`src/rtl/dff_bank_arbiter.sv`:
```
// dff_bank_arbiter
//
// Write-access scheduler for a shared bank of edge-triggered DFF registers.
// Requests from N_REQ requesters are granted round-robin. The winner's address
// and data are captured, then the bank write port is driven through a fixed
// SETUP -> STROBE -> HOLD sequence. This keeps bank_A/bank_D stable one cycle
// before and one cycle after the bank_E pulse.
//
// Parameters:
//   N_REQ   number of requesters (2..8)
//   WIDTH   data width of each bank register
//   ADDR_W  bank address width (bank depth 2**ADDR_W)
//
// Ports:
//   C       in   clock, rising-edge active
//   R       in   reset, asynchronous, active-high
//   req     in   per-requester write request (level)
//   req_A   in   per-requester address, requester i at [i*ADDR_W +: ADDR_W]
//   req_D   in   per-requester data, requester i at [i*WIDTH +: WIDTH]
//   gnt     out  one-hot grant pulse, high during SETUP only
//   bank_A  out  bank write address
//   bank_D  out  bank write data
//   bank_E  out  bank write enable, high during STROBE only
//   busy    out  high whenever the scheduler is not idle

module dff_bank_arbiter #(
   parameter int unsigned N_REQ  = 4,
   parameter int unsigned WIDTH  = 8,
   parameter int unsigned ADDR_W = 2
) (
   input  logic                    C,
   input  logic                    R,
   input  logic [N_REQ-1:0]        req,
   input  logic [N_REQ*ADDR_W-1:0] req_A,
   input  logic [N_REQ*WIDTH-1:0]  req_D,
   output logic [N_REQ-1:0]        gnt,
   output logic [ADDR_W-1:0]       bank_A,
   output logic [WIDTH-1:0]        bank_D,
   output logic                    bank_E,
   output logic                    busy
);

   localparam int unsigned LastW = (N_REQ > 1) ? $clog2(N_REQ) : 1;
   localparam logic [LastW-1:0] LastRst = LastW'(N_REQ - 1);

   typedef enum logic [1:0] {
      StIdle,
      StSetup,
      StStrobe,
      StHold
   } state_e;

   state_e              state_q, state_d;
   logic [LastW-1:0]    last_q, last_d;
   logic [ADDR_W-1:0]   bank_a_q, bank_a_d;
   logic [WIDTH-1:0]    bank_d_q, bank_d_d;

   // Round-robin search result.
   logic                win_found;
   logic [LastW-1:0]    win_idx;
   int unsigned         scan_idx;

   // ------------------------------------------------------------------
   // Round-robin arbiter: scan from last+1 upward, wrapping at N_REQ,
   // and take the first set request. The last index scanned is 'last'
   // itself, so a lone requester that just won can win again.
   // ------------------------------------------------------------------
   always_comb begin
      win_found = 1'b0;
      win_idx   = last_q;
      scan_idx  = 0;
      for (int unsigned off = 1; off <= N_REQ; off++) begin
         scan_idx = (int'(last_q) + off) % N_REQ;
         if (!win_found && req[scan_idx]) begin
            win_found = 1'b1;
            win_idx   = LastW'(scan_idx);
         end
      end
   end

   // ------------------------------------------------------------------
   // Next-state logic. Address/data/pointer only move on entry to SETUP,
   // so the bank sees stable D/A across STROBE and HOLD regardless of
   // what the requester does with its slices after the grant.
   // ------------------------------------------------------------------
   always_comb begin
      state_d  = state_q;
      last_d   = last_q;
      bank_a_d = bank_a_q;
      bank_d_d = bank_d_q;

      case (state_q)
         StIdle, StHold: begin
            if (win_found) begin
               state_d  = StSetup;
               last_d   = win_idx;
               bank_a_d = req_A[int'(win_idx)*ADDR_W +: ADDR_W];
               bank_d_d = req_D[int'(win_idx)*WIDTH +: WIDTH];
            end else begin
               state_d  = StIdle;
            end
         end
         StSetup:  state_d = StStrobe;
         StStrobe: state_d = StHold;
         default:  state_d = StIdle;
      endcase
   end

   // ------------------------------------------------------------------
   // State registers. Reset is asynchronous so an in-flight bank_E
   // pulse collapses immediately and the pending write is discarded.
   // ------------------------------------------------------------------
   always_ff @(posedge C or posedge R) begin
      if (R) begin
         state_q  <= StIdle;
         last_q   <= LastRst;
         bank_a_q <= '0;
         bank_d_q <= '0;
      end else begin
         state_q  <= state_d;
         last_q   <= last_d;
         bank_a_q <= bank_a_d;
         bank_d_q <= bank_d_d;
      end
   end

   // ------------------------------------------------------------------
   // Outputs. All are decoded from registered state, so they are glitch
   // free with respect to req and drop as soon as reset is applied.
   // During SETUP, last_q already holds the winner index.
   // ------------------------------------------------------------------
   always_comb begin
      gnt = '0;
      if (state_q == StSetup) begin
         gnt[last_q] = 1'b1;
      end
   end

   assign bank_E = (state_q == StStrobe);
   assign busy   = (state_q != StIdle);
   assign bank_A = bank_a_q;
   assign bank_D = bank_d_q;

   // ------------------------------------------------------------------
   // Structural properties (ignored by synthesis).
   // ------------------------------------------------------------------
   a_gnt_onehot : assert property (@(posedge C) disable iff (R) $onehot0(gnt));
   a_gnt_not_e  : assert property (@(posedge C) disable iff (R) !(|gnt && bank_E));
   a_e_after_g  : assert property (@(posedge C) disable iff (R) (|gnt) |=> bank_E);

endmodule
```
`config.mk`:
```
export PLATFORM = sky130hd
export DESIGN_NAME = dff_bank_arbiter
export DESIGN_NICKNAME = d
export VERILOG_FILES = /design/src/rtl/dff_bank_arbiter.sv
export SDC_FILE = /design/constraint.sdc
export NUM_CORES = 1
export LEC_CHECK = 0
export CORE_MARGIN = 10
export CORE_UTILIZATION = 35
export CTS_CLUSTER_DIAMETER = 40
export DETAILED_ROUTE_END_ITERATION = 12
export PLACE_DENSITY_LB_ADDON = 0.3
export SYNTH_ARGS = -nofsm -noshare
export SYNTH_HDL_FRONTEND = slang
export SYNTH_SLANG_ARGS = --single-unit
```
`constraint.sdc`:
```
create_clock -name C -period 3.9 [get_ports C]
set_clock_uncertainty 0.05 [all_clocks]
set_input_delay 0.78 -clock C [delete_from_list [all_inputs] [get_ports C]]
set_output_delay 0.78 -clock C [all_outputs]
set_load 0.01 [all_outputs]
```
==> results of run 1 <==
[per-stage QoR]
step	instance area [µm²]	hold WS [ns]	worst slack (ns)	cells
global route	2400	0.469	0.772	347
global placement	2340	0.419	0.752	343
finish	2400	0.430	0.913	347
floorplan	1710	0.467	0.864	229
CTS	2400	0.435	0.877	347
detailed placement	2340	0.421	0.699	343
[layout make-up]
| type | count | share of cell area (%) |
|---|---|---|
| clock buffers | 4 | 2.29 |
| inverters | 6 | 0.938 |
| multi-input cells | 190 | 51.6 |
| flip-flops and latches | 14 | 14.7 |
| well taps | 67 | 3.49 |
| repair buffers | 66 | 27.0 |
[worst paths after layout]
kind	endpoint	slack, ns	depth (start not counted)
worst min-delay path	bank_D[6]	0.43	2
worst max-delay path	gnt[3]	0.91	4
min in group asynchronous	bank_D[4]	0.84	2
max in group asynchronous	last_q[0]	2.59	2
worst max register to register	bank_D[5]	1.03	8
worst min register to register	bank_D[6]	0.43	2
[power by group through the flow]
stage	clock (µW)	combinational [µW]	sequential, µW
finish	144	1840	320
global route	152	2040	336
CTS	146	1840	322
detailed placement	0	1840	325
global placement	0	1800	321
floorplan	0	1420	313
[logic make-up after synthesis]
| group | count (synthesis) | share of synthesized area [%] |
|---|---|---|
| compound gates | 48 | 19.3 |
| buf+inv | 25 | 7.38 |
| flops | 14 | 20.6 |
| mux | 6 | 6.51 |
| fa+ha+maj | 7 | 5.12 |
| simple gates | 128 | 40.6 |
| xor+xnor | 1 | 0.512 |
[cells in the mapped netlist, types with 2 or more instances]
cell type  count
nor4b_2       11
clkbuf_1      10
o31ai_1        2
and3_1        20
mux4_2         4
a21oi_1       29
dfstp_2        2
nor2_1         4
inv_1          6
dfrtp_1       12
o211ai_1       3
buf_6          3
nand2_1       76
o31ai_2        9
nor3_1        10
and2_1         4
buf_2          5
ha_1           7
[routing by layer]
metal | wire (µm) | part of all wire, % | GRT usage (%) | vias up
met4 | 35 | 0.68 | 2.79 | 0
met2 | 2430 | 47 | 20.8 | 62
li1 | - | - | - | 897
met1 | 2370 | 46 | 16.7 | 824
met5 | 0 | 0 | 0 | -
met3 | 346 | 6.7 | 3.57 | 4
[sequential cells by signal, summed over array words and instances, names as in the netlist]
signal   count
bank_D       8
state_q      2
last_q       2
bank_A       2
[worst max-delay path, delay by kind of cell (launching register included)]
family / cells / cell delay (ns)
adder cells (fa/ha/maj): 1 / 0.20
buffers and inverters: 2 / 0.92
AND/OR/NAND/NOR: 1 / 0.11
flip-flops: 1 / 0.67
==> flow_summary_export.csv, run 1 <==
group,metric,value,unit
global_route,grt_pass1_wl,8.89,mm
power_and_ir_drop,power.internal,1170,µW
cts,cts_setup_buffers,0,
critical_path,r2r-start,"last_q[1]",
yosys,ys_async_sr_fraction,100,%
cts,cts_tree,"yes",
yosys,synth_fp_nets,282,
cts,post_cts_resized,0,
outcome,status,"finished, final reports clean",
sta,fmaxAchievable,335,MHz
power_and_ir_drop,switching_share,49.4,%
run,drv_cap,0,
die,ios,62,
yosys,syn_avg_cell_area,7.47,µm²
power_and_ir_drop,clkPwrFrac,6.2,%
yosys,yosysSeqAreaShare,20.6,%
routing,vias_per_cell,5.15,
min_path,hp-start,"bank_D[6]",
die,fp.coreArea,0.00472,mm²
cells_and_area,antenna_cells,0,
cts,clk_pin_slew_worst_paths,0.06,ns
yosys,synth_edf_count,0,
placement,port_buffers,61,
die,die_x,89.9,µm
yosys,ys_ff_latch,14,
power_and_ir_drop,p_comb_share,79.9,%
yosys,yosysUniqueCellTypes,30,
die,die_y,89.9,µm
critical_path,cp-start-kind,"flop",
placement,detailedPlacementHpwl,3.93,mm
routing,drtIter0Drc,173,
global_route,grt.total_usage,12.9,%
cells_and_area,drive_above_1_share,14.3,%
critical_path,slowest_delay,0.67,ns
critical_path,crit_path_cell_trace,"buf_4 -> ha_1 -> and2_1 -> clkdlybuf4s50_1",
sta,fin_crit_sh,76.6,%
power_and_ir_drop,leakage,0.00103,µW
critical_path,critPathCaptureType,"output port",
power_and_ir_drop,power_density,961,mW/mm²
yosys,syn_area,0.00171,mm²
sta,finalCriticalPeriod,2.99,ns
die,rows,25,
power_and_ir_drop,finalPower,2310,µW
cts,cts_hold_buffers,0,
sta,setup_viol,0,
power_and_ir_drop,power_switching,1140,µW
cells_and_area,fillers,456,
routing,post_drt_wl_per_cell,14.9,µm
cells_and_area,post-route-util,50.8,%
min_path,hold_class,"reg -> reg",
critical_path,crit_required,3.07,ns
die,dieArea,0.00809,mm²
yosys,synth_cells,229,
sta,max_slew.worst_pin.slew,0.558,ns
cells_and_area,seqCellArea,353,µm²
routing,first_pass_iters,4,
die,start_util,36.2,%
sta,rsz0062_at_grt,"no",
sta,max-slew-margin-rel,62.8,%
cts,clock-sinks,14,
routing,drtAntennaViolNets,0,
sta,finalHoldViolCount,0,
yosys,ys.flop_type,"dfrtp_1",
global_route,antenna_found_initial,0,
yosys,yosysWarnings,0,
cells_and_area,final_cell_mix,"nand2_1, clkdlybuf4s50_1, a21oi_1",
cts,h-tree-depth,1,
cts,clk_latency,0.24,ns
sta,setup-tns-final,0,ns
placement,place_congestion,0.832,
global_route,grt_max_degree,45,
cells_and_area,area_growth,40.2,%
critical_path,slowest_stage,"dfstp_2",
critical_path,worst-path-max-fanout,41,
cts,ctsRootBufferMaster,"clkbuf_8",
yosys,yosys.area.top_type,"dfrtp_1",
sta,drv_slew,0,
routing,drc,0,
cells_and_area,multiInputGateArea,0.00124,mm²
global_route,grt.overflow.total,0,
cells_and_area,final_common_cell,"nand2_1",
cts,clock_path_buffers,2,
routing,num_vias,1787,
power_and_ir_drop,seqPwrFrac,13.9,%
cts,numCtsBuffers,3,
critical_path,crit_type,"reg -> out",
yosys,synth.top_cell.area_share,17.5,%
power_and_ir_drop,peakVddDrop,0.414,mV
critical_path,crit_start,"last_q[0]",
critical_path,crit_arrival,2.16,ns
cells_and_area,fin_nets,334,
routing,wirelength,5.18,mm
yosys,synth.area.top_cells,"dfrtp_1, nand2_1, nor4b_2",
global_route,grt_pass1_vias,1716,
No activity file was read; power rests on OpenSTA's default activity.
==> inputs of run 2 (changes only) <==
Clock period 3.9 ns to 2.5 ns, I/O delays scaled along.
==> run 2 against run 1 <==
Net effect: die area stayed put; combinational power is 150% higher; worst hold slack better by 0.0064 ns; sequential power is 47% higher; worst setup slack worse by 1.0 ns; register-to-register slack worse by 1.1 ns; the run now ends with negative setup slack left; total power is 120% higher; clock power is 33% higher; critical path depth is 6 higher.
==> flow_summary_export.csv, run 2 (synthesis results as in run 1) <==
group,metric,value,unit
outcome,status,"complete, but fails checks",
outcome,violations,"negative setup slack",
power_and_ir_drop,power.internal,2750,µW
placement,dp_slack,-0.592,ns
critical_path,crit_end,"bank_D[2]",
critical_path,worst-path-max-fanout,6,
cts,cts_hold_buffers,0,
global_route,grt.overflow.total,0,
min_path,hold_class,"reg -> reg",
die,die_x,89.9,µm
power_and_ir_drop,p_comb_share,87.2,%
routing,wirelength,6.13,mm
sta,finalCriticalPeriod,2.59,ns
placement,detailedPlacementHpwl,4.24,mm
cts,h-tree-depth,1,
sta,rsz0062_at_grt,"yes",
critical_path,r2r_end,"bank_D[2]",
global_route,grt_max_degree,45,
sta,fin_crit_sh,104,%
die,ios,62,
cells_and_area,fin_nets,360,
cells_and_area,largest_reg_flops,8,
cts,clock-sinks,14,
sta,finalHoldViolCount,0,
placement,port_buffers,61,
critical_path,cp-start-kind,"flop",
critical_path,crit_required,2.60,ns
critical_path,crit_type,"reg -> reg",
die,fp.coreArea,0.00472,mm²
cts,clock_path_buffers,2,
routing,drtIter0Drc,138,
die,start_util,36.2,%
routing,post_drt_wl_per_cell,16.4,µm
power_and_ir_drop,peakVddDrop,0.745,mV
global_route,grt.total_usage,14.3,%
sta,setup-tns-final,-0.504,ns
run,drv_cap,0,
cells_and_area,final_common_cell,"nand2_1",
die,rows,25,
power_and_ir_drop,switching_share,46.7,%
critical_path,crit_start,"last_q[0]",
cells_and_area,final_cell_mix,"nand2_1, clkdlybuf4s50_1, and3_1",
critical_path,slowest_delay,0.60,ns
power_and_ir_drop,power_density,1770,mW/mm²
power_and_ir_drop,power_switching,2410,µW
critical_path,r2r_slack,-0.09,ns
routing,drtAntennaViolNets,0,
die,die_y,89.9,µm
placement,place_congestion,0.861,
cells_and_area,drive_above_1_share,30.1,%
routing,num_vias,1950,
cells_and_area,fillers,422,
die,dieArea,0.00809,mm²
sta,drv_slew,0,
critical_path,critPathCaptureType,"flop",
sta,setup_viol,10,
sta,max_slew.worst_pin.slew,0.568,ns
cts,cts_tree,"yes",
cts,numCtsBuffers,3,
cts,clk_pin_slew_worst_paths,0.06,ns
power_and_ir_drop,clkPwrFrac,3.7,%
critical_path,crit_path_cell_trace,"inv_4 -> ha_4 -> mux4_2 -> buf_6 -> nor4b_4 -> o31ai_2 -> buf_4 -> buf_8 -> nor4b_4 -> o31ai_2",
cts,ctsRootBufferMaster,"clkbuf_8",
routing,vias_per_cell,5.23,
sta,fmaxAchievable,386,MHz
cells_and_area,area_growth,70.2,%
critical_path,slowest_stage,"dfstp_2",
critical_path,r2r-start,"last_q[0]",
sta,hold_slack,0.437,ns
cells_and_area,antenna_cells,0,
sta,layout_setup_ws,-0.0899,ns
critical_path,crit_arrival,2.69,ns
routing,first_pass_iters,4,
global_route,antenna_found_initial,0,
global_route,grt_pass1_vias,2058,
critical_path,reg2reg_depth,10,
power_and_ir_drop,seqPwrFrac,9.1,%
sta,max-slew-margin-rel,62.1,%
power_and_ir_drop,leakage,0.00127,µW
routing,drc,0,
cts,clk_latency,0.24,ns
global_route,grt_pass1_wl,9.83,mm
-- run 2: cell types whose count changed in the layout (fill, tap and decap cells not counted), moves of 7 or more --
cell	change
buf_6	+7
nor4b_4	+9
a21oi_1	-13
nor4b_2	-9
a21oi_2	+13
nor3_4	+7
nor3_1	-9
buf_4	+11
-- run 2: timing repair --
item                                   in CTS  in global routing
endpoints found under the hold margin       0                  0
setup buffers                               6                  2
resized for setup                          47                 14
cloned                                      3                  1
setup endpoints to repair                  11                 11
pin swaps                                  16                  9
-- run 2: how the worst min path moves through the flow --
stage | startpoint | to | slack, ns | depth (start not counted)
3_3_place_gp | bank_A[0] | bank_A[0] | 0.42 | 2
3_5_place_dp | bank_D[0] | bank_D[0] | 0.43 | 2
2_1_floorplan | R | bank_A[0] | 0.34 | 1
6_report | bank_D[0] | bank_D[0] | 0.44 | 2
4_1_cts | bank_D[0] | bank_D[0] | 0.44 | 2
5_1_grt | bank_D[0] | bank_D[0] | 0.47 | 2
-- run 2: metal layers --
metal / GRT usage, % / routed length (µm) / vias to the layer above
met5: 0 / 0 / -
met4: 4.51 / 164 / 0
met3: 3.08 / 322 / 14
met2: 26.1 / 3230 / 75
met1: 16.1 / 2410 / 905
li1: - / - / 956
-- run 2: power by group through the flow --
| stage | logic [µW] | clock network (µW) | registers [µW] |
|---|---|---|---|
| after detailed placement | 3330 | 0 | 473 |
| after CTS | 4300 | 191 | 469 |
| after floorplan | 2270 | 0 | 491 |
| final | 4510 | 191 | 469 |
| after global placement | 3250 | 0 | 472 |
| after global routing | 4830 | 204 | 481 |
-- run 2: worst max-delay path, delay by kind of cell (launching register included) --
kind | cells | cell delay (ns)
compound gates | 2 | 0.32
fa+ha+maj | 1 | 0.28
buf+inv | 4 | 0.50
flops | 1 | 0.60
mux | 1 | 0.31
simple gates | 2 | 0.42
-- run 2: through the flow --
step / power [µW] / utilization (%) / std cells / cell area [µm²]
after floorplan: 2760 / - / 229 / 1740
after global placement: 3720 / 53.1 / 358 / 2510
after detailed placement: 3800 / 53.1 / 358 / 2510
after CTS: 4960 / 60.2 / 370 / 2840
after global routing: 5510 / 61.7 / 373 / 2910
final: 5170 / 61.7 / 373 / 2910
-- run 2: layout make-up --
type	instances	area, µm²	area share [%]
Multi-Input combinational cell	192	1500	51.6
Timing Repair Buffer	90	905	31.0
Clock buffer	4	45.0	1.55
Tap cell	67	83.8	2.88
Inverter	6	25.0	0.859
Sequential cell	14	353	12.1
==> inputs of run 3 (changes only) <==
Settings changed: HOLD_SLACK_MARGIN from default to 0.1.
==> results of run 3 <==
Final layout, timing and power as in run 2 (identical DEF).
